==> src/rtl/pc_sequencer.sv <==
// Program counter sequencer: a two-state RUN/HALTED controller that picks the
// next PC from increment, branch, jump or hold, and drives the downstream mux select.
//
//  state     | meaning
//  ----------+--------------------------------------------------------------
//  ST_RUN    | pc advances each edge by the selected source (inc/branch/jump/hold)
//  ST_HALTED | pc frozen, next_sel forced to hold until resume without halt
module pc_sequencer #(
  parameter int               size         = 16,
  parameter logic [size-1:0]  RESET_VECTOR = '0
) (
  input  logic            clk,
  input  logic            reset,
  input  logic            stall,
  input  logic            branch_taken,
  input  logic [size-1:0] branch_target,
  input  logic            jump,
  input  logic [size-1:0] jump_target,
  input  logic            halt,
  input  logic            resume,
  output logic [size-1:0] pc,
  output logic [size-1:0] pc_plus1,
  output logic [1:0]      next_sel,
  output logic            running
);

  localparam logic [1:0] SEL_INC    = 2'd0;
  localparam logic [1:0] SEL_BRANCH = 2'd1;
  localparam logic [1:0] SEL_JUMP   = 2'd2;
  localparam logic [1:0] SEL_HOLD   = 2'd3;

  typedef enum logic {
    ST_RUN    = 1'b0,
    ST_HALTED = 1'b1
  } state_t;

  state_t state;

  assign pc_plus1 = pc + size'(1);
  assign running  = (state == ST_RUN);

  // Priority: halted/halt > stall > jump > branch > increment.
  always_comb begin
    next_sel = SEL_INC;
    if (state == ST_HALTED) begin
      next_sel = SEL_HOLD;
    end else if (halt) begin
      next_sel = SEL_HOLD;
    end else if (stall) begin
      next_sel = SEL_HOLD;
    end else if (jump) begin
      next_sel = SEL_JUMP;
    end else if (branch_taken) begin
      next_sel = SEL_BRANCH;
    end
  end

  always_ff @(posedge clk) begin
    if (reset) begin
      pc    <= RESET_VECTOR;
      state <= ST_RUN;
    end else begin
      case (state)
        ST_RUN: begin
          if (halt) begin
            state <= ST_HALTED;
          end
          case (next_sel)
            SEL_INC:    pc <= pc_plus1;
            SEL_BRANCH: pc <= branch_target;
            SEL_JUMP:   pc <= jump_target;
            default:    pc <= pc;
          endcase
        end
        ST_HALTED: begin
          // halt wins over a simultaneous resume
          if (resume && !halt) begin
            state <= ST_RUN;
          end
        end
        default: begin
          state <= ST_RUN;
        end
      endcase
    end
  end

endmodule
==> config.mk <==
export PLATFORM = sky130hd
export DESIGN_NAME = pc_sequencer
export DESIGN_NICKNAME = d
export VERILOG_FILES = /design/src/rtl/pc_sequencer.sv
export SDC_FILE = /design/constraint.sdc
export NUM_CORES = 1
export LEC_CHECK = 0
export ABC_AREA = 1
export CAP_MARGIN = 20
export CORE_ASPECT_RATIO = 0.75
export CORE_UTILIZATION = 25
export DETAILED_ROUTE_END_ITERATION = 10
export PLACE_DENSITY = 0.59
export SETUP_SLACK_MARGIN = 0.2
export SYNTH_ARGS = -nofsm -noshare
export SYNTH_HDL_FRONTEND = slang
export SYNTH_SLANG_ARGS = --single-unit
==> constraint.sdc <==
create_clock -name clk -period 2.3 [get_ports clk]
set_input_delay 0.345 -clock clk [delete_from_list [all_inputs] [get_ports clk]]
set_output_delay 0.345 -clock clk [all_outputs]
set_load 0.02 [all_outputs]
# [Yosys cells after proc, flatten, opt, wreduce, memory -nomap -nowiden]
# Cells that the tools add are included.
# W data, S select, Z words.
[word_totals] regBits=17 input_bits=39 out_inout_bits=35 wordCells=20
[classes] reduce_logical=5 n_mux=9 eq_ne=2 bitwise_logic=1 n_addsub=1
[op_table] cell="$pmux W16 S3" count=1
[op_table] cell="$add A16 B1 Y16 const B" count=1
[op_table] cell="$mux W2" count=4
[op_table] cell="$mux W1" count=3
[op_table] cell="$reduce_bool A3 Y1" count=1
[op_table] cell="$eq A2 B1 Y1 const B" count=1
[op_table] cell="$eq A2 B2 Y1 const B" count=1
[op_table] cell="$logic_not A2 Y1" count=1
[op_table] cell="$pmux W1 S2" count=1
[op_table] cell="$reduce_and A2 Y1" count=1
[op_table] cell="$logic_and A1 B1 Y1" count=1
[op_table] cell="$logic_not A1 Y1" count=1
[op_table] cell="$not A1 Y1" count=1

# [Depth between registers and ports, before layout]
[logic_depth] word_depth=8 depth_mapped=11 depth_no_buf=10

# [Worst setup path before layout]
# OpenSTA, ideal clock, no wires.
[synth_path] path_kind="reg2reg" from="reg state" to="reg pc[0]" setup_time_ps=120 required_time_ps=2180 period_less_slack_ps=1985 slack_ps=315 path_buffers=1 t_arrival_ps=1865 stages_incl_launch_ff=11 cell_sequence="dfxtp_1 inv_1 nand2_1 a21oi_1 inv_1 ha_1 nor2_1 inv_1 buf_2 a21oi_1 a21oi_1"
[synth_via] elab_cells_between_ends=8 classes_between="eq/ne: 2; mux: 2; bitwise: 1; reduce/logical: 3"
[synth_lines] element="start, declared" line="37" text="state_t state;"
[synth_lines] element="start signal, assigned" line="61" text="state <= ST_RUN;"
[synth_lines] element="start signal, assigned" line="66" text="state <= ST_HALTED;"
[synth_lines] element="start signal, assigned" line="78" text="state <= ST_RUN;"
[synth_lines] element="$not A1 Y1 (no line)"
[synth_lines] element="net running" line="24" text="output logic running"
[synth_lines] element="$reduce_and A2 Y1 (no line)"
[synth_lines] element="end signal, assigned" line="69" text="SEL_INC: pc <= pc_plus1;"
[synth_lines] element="end signal, assigned" line="70" text="SEL_BRANCH: pc <= branch_target;"
[synth_lines] element="end signal, assigned" line="71" text="SEL_JUMP: pc <= jump_target;"
[synth_lines] element="end, declared" line="21" text="output logic [size-1:0] pc,"
# The timed path passes the listed nets, and every way through them passes these cells.
# A chain may end at the register's enable or synchronous reset.

# [Final worst setup path]
[layout_path] from="reg pc[1]" to="out pc_plus1[10]"
[layout_via] elab_chain_cells=1
[layout_rtl] element="$add A16 B1 Y16" line="39" text="assign pc_plus1 = pc + size'(1);"
[layout_rtl] element="end, declared" line="22" text="output logic [size-1:0] pc_plus1,"
# No other way between the ends.

==> impl_metrics.py <==
metrics = {
    "outcome": {
        "outcome": "finished clean",
    },
    "hold_path": {
        "timing.hold.worst_path_depth": 2,
        "hold_path.class": "flop to flop",
        "hold_path_startpoint": "pc[1]$_SDFFE_PP0P_",
        "hold-path-endpoint": "pc[1]$_SDFFE_PP0P_",
    },
    "routing": {
        "drtAntennaViolNets": 0,
        "num_vias": 1708,
        "route.detailed.wl_per_inst_um": 12.9,
        "remaining_drc_errors": 0,
        "dr_vias_cell": 4.74,
        "postRouteWirelength_mm": 4.64,
        "detail_route.iter0.violations": 145,
        "first_pass_iters": 4,
    },
    "worst_setup_path": {
        "critical-path-top-delay-family": "simple AND/OR/NAND/NOR gates",
        "cpMaxStageDelayCell": "sky130_fd_sc_hd__dfxtp_2",
        "critPathMaxStageDelay_ns": 0.38,
        "worst_setup_path_end_kind": "primary output",
        "cp.required_ns": 1.96,
        "worstRegToRegCells": 9,
        "crit_type": "flop to primary output",
        "worst_r2r_startpoint": "state$_SDFF_PP0_",
        "timing.critical_path.buf_inv": 1,
        "r2r_end": "pc[11]$_SDFFE_PP0P_",
        "critPathArrivalTime_ns": 1.60,
        "critical_path.cell_chain": "ha_1 -> nand3_2 -> nor2_4 -> nand3_1 -> and2_1 -> clkbuf_2",
        "worst-path-max-fanout": 5,
        "r2r_setup_slack_ns": 0.65,
        "worstSetupStartpointType": "flop",
    },
    "job": {
        "cap_viol_max_count": 0,
    },
    "yosys": {
        "ys_ff_latch": 17,
        "netlist_area_mm2": 0.00136,
        "postSynthCellCount": 206,
        "synthDistinctLibCells": 23,
        "synth-seq-area-share_pct": 25.0,
        "synthDominantCellAreaShare_pct": 25.0,
        "synth_warnings": 0,
        "synthDominantAreaCellType": "sky130_fd_sc_hd__dfxtp_1",
        "netlist_top_cells_area": "sky130_fd_sc_hd__dfxtp_1 25%, sky130_fd_sc_hd__a21oi_1 11%, sky130_fd_sc_hd__nand2_1 10%",
        "synthesis.nets": 249,
        "synth.avg_cell_area_um2": 6.62,
    },
    "cts": {
        "cts.root.buffer_cell": "sky130_fd_sc_hd__clkbuf_8",
        "numCtsBuffers": 3,
        "worst_skew_pair_later_pin_latency_ns": 0.25,
        "cts.repair_timing.setup_buffer_count": 0,
        "tritoncts_num_sinks": 17,
        "cts.hold.buffers_added": 0,
        "clk_transition_reported_paths_ns": 0.07,
        "cts.path.max_buffers": 2,
        "tritoncts_clock_tree": "done",
        "h-tree-depth": 1,
    },
    "floorplanning": {
        "y_dimension_of_the_die_um": 66.0,
        "start_util_pct": 26.9,
        "die_width_um": 87.3,
        "pin_count": 74,
        "fp.coreArea_mm2": 0.00506,
        "die_area_mm2": 0.00576,
        "num_rows": 22,
    },
    "sta": {
        "slew_violations": 0,
        "setup_tns_ns": 0,
        "worst_pin_slew_ns": 0.444,
        "min_period_ns": 1.94,
        "fin_skew_ns": 0.00302,
        "slew_headroom_pct": 70.3,
        "hold_viol": 0,
        "report.final.setup_viol": 0,
        "timing.final.crit_share_pct": 84.5,
        "unrepaired_setup_endpoints_after_global_routing": "false",
        "timing.fmax_mhz": 515,
    },
    "placed_design": {
        "numPortBuffers": 73,
        "final_weighted_congestion_in_routability_driven_placement": 0.784,
        "post-dp-hpwl_mm": 3.57,
    },
    "cells_and_area": {
        "num_antenna_cells": 0,
        "mostFrequentLayoutCell": "sky130_fd_sc_hd__clkdlybuf4s50_1",
        "final_net_count": 332,
        "post_route_cells_drive_above_1_share_pct": 14.6,
        "syn2layout_area_growth_pct": 67.7,
        "mostFrequentLayoutCells": "57 x sky130_fd_sc_hd__clkdlybuf4s50_1, 38 x sky130_fd_sc_hd__nand2_1, 29 x sky130_fd_sc_hd__a21oi_1, 21 x sky130_fd_sc_hd__inv_1, 16 x sky130_fd_sc_hd__a22o_1",
    },
    "power": {
        "ir_drop_worst_case_vdd_uv": 238,
        "static-leakage-power_nw": 0.996,
        "pwr_density_cell_mw_per_mm2": 413,
        "total_power_mw": 0.944,
    },
    "global_route": {
        "largest_net_degree_at_the_start_of_global_routing": 19,
        "initial_antenna_violation_count": 0,
        "global_route_usage_over_all_layers_pct": 15.8,
        "first_pass_grt_wire_length_mm": 7.13,
        "number_of_global_route_vias_before_repair": 1570,
        "global_route.overflow_total": 0,
    },
}
[registers in the layout (all words and copies together), names as in the netlist]
signal,flops
state,1
pc,16
[worst max-delay path by stage]
stage               slack, ns             endpoint          startpoint  depth (start not counted)
floorplan                0.32   pc[0]$_SDFFE_PP0P_    state$_SDFF_PP0_                         10
global placement         0.09   pc[8]$_SDFFE_PP0P_                halt                          9
detailed placement       0.03  pc[11]$_SDFFE_PP0P_                halt                          9
CTS                      0.16         pc_plus1[10]  pc[1]$_SDFFE_PP0P_                          6
global route             0.23         pc_plus1[10]  pc[1]$_SDFFE_PP0P_                          7
finish                   0.36         pc_plus1[10]  pc[1]$_SDFFE_PP0P_                          6
[layer usage]
layer / share of wire [%] / global-route usage (%) / vias up
met3: 8.1 / 3.62 / 2
met5: 0 / 0 / -
met1: 48 / 21.9 / 777
li1: - / - / 865
met4: 0.28 / 1.84 / 0
met2: 44 / 25.6 / 64
[stage by stage]
step                worst slack, ns  std cells  hold WS (ns)  utilization (%)  area (um^2)
floorplan                     0.315        206         0.417                -         1360
CTS                           0.162        360         0.601             45.4         2300
detailed placement           0.0297        356         0.594             44.7         2260
finish                        0.357        360         0.595             45.2         2290
global placement             0.0909        356         0.590             44.7         2260
global route                  0.230        360         0.628             45.2         2290
[area by class of cell]
type,count,area (um^2)
clock buffer,4,45.0
fill,543,2780
inverter,22,82.6
multi-input combinational,157,902
sequential,17,343
tap,72,90.1
timing repair buffer,88,825
[worst min-delay path: cells and delay by family (launching register included)]
family | cells | cell delay, ns
DFF | 1 | 0.35
AOI/OAI and AO/OA | 2 | 0.21
[cells in the mapped netlist, drive strengths merged]
cell and number:
a21oi 29, a22o 16, a31oi 1, and2 5, buf 7, clkbuf 3
dfxtp 17, ha 4, inv 22, nand2 39, nand3 15, nand4 3
nor2 20, o21ai 18, xnor2 4, xor2 3
[cells by family after synthesis]
kind of cell,Yosys count,share of synthesized area [%]
buffers and inverters,32,9.45
flip-flops,17,25.0
AO/OA/AOI/OAI,64,28.0
XOR/XNOR,7,6.15
AND/OR/NAND/NOR,82,27.8
adder cells (fa/ha/maj),4,3.67
[repair_timing]
| item | CTS | global route |
|---|---|---|
| resized for setup | 15 | 24 |
| endpoints found under the setup margin | 14 | 27 |
| pin swaps | 0 | 0 |
[power breakdown]
part / leakage, nW / switching, mW / internal (mW)
Sequential: 0.140 / 0.0228 / 0.317
Combinational: 0.833 / 0.186 / 0.190
Clock: 0.0228 / 0.105 / 0.123
No activity file was read; power rests on OpenSTA's default activity.
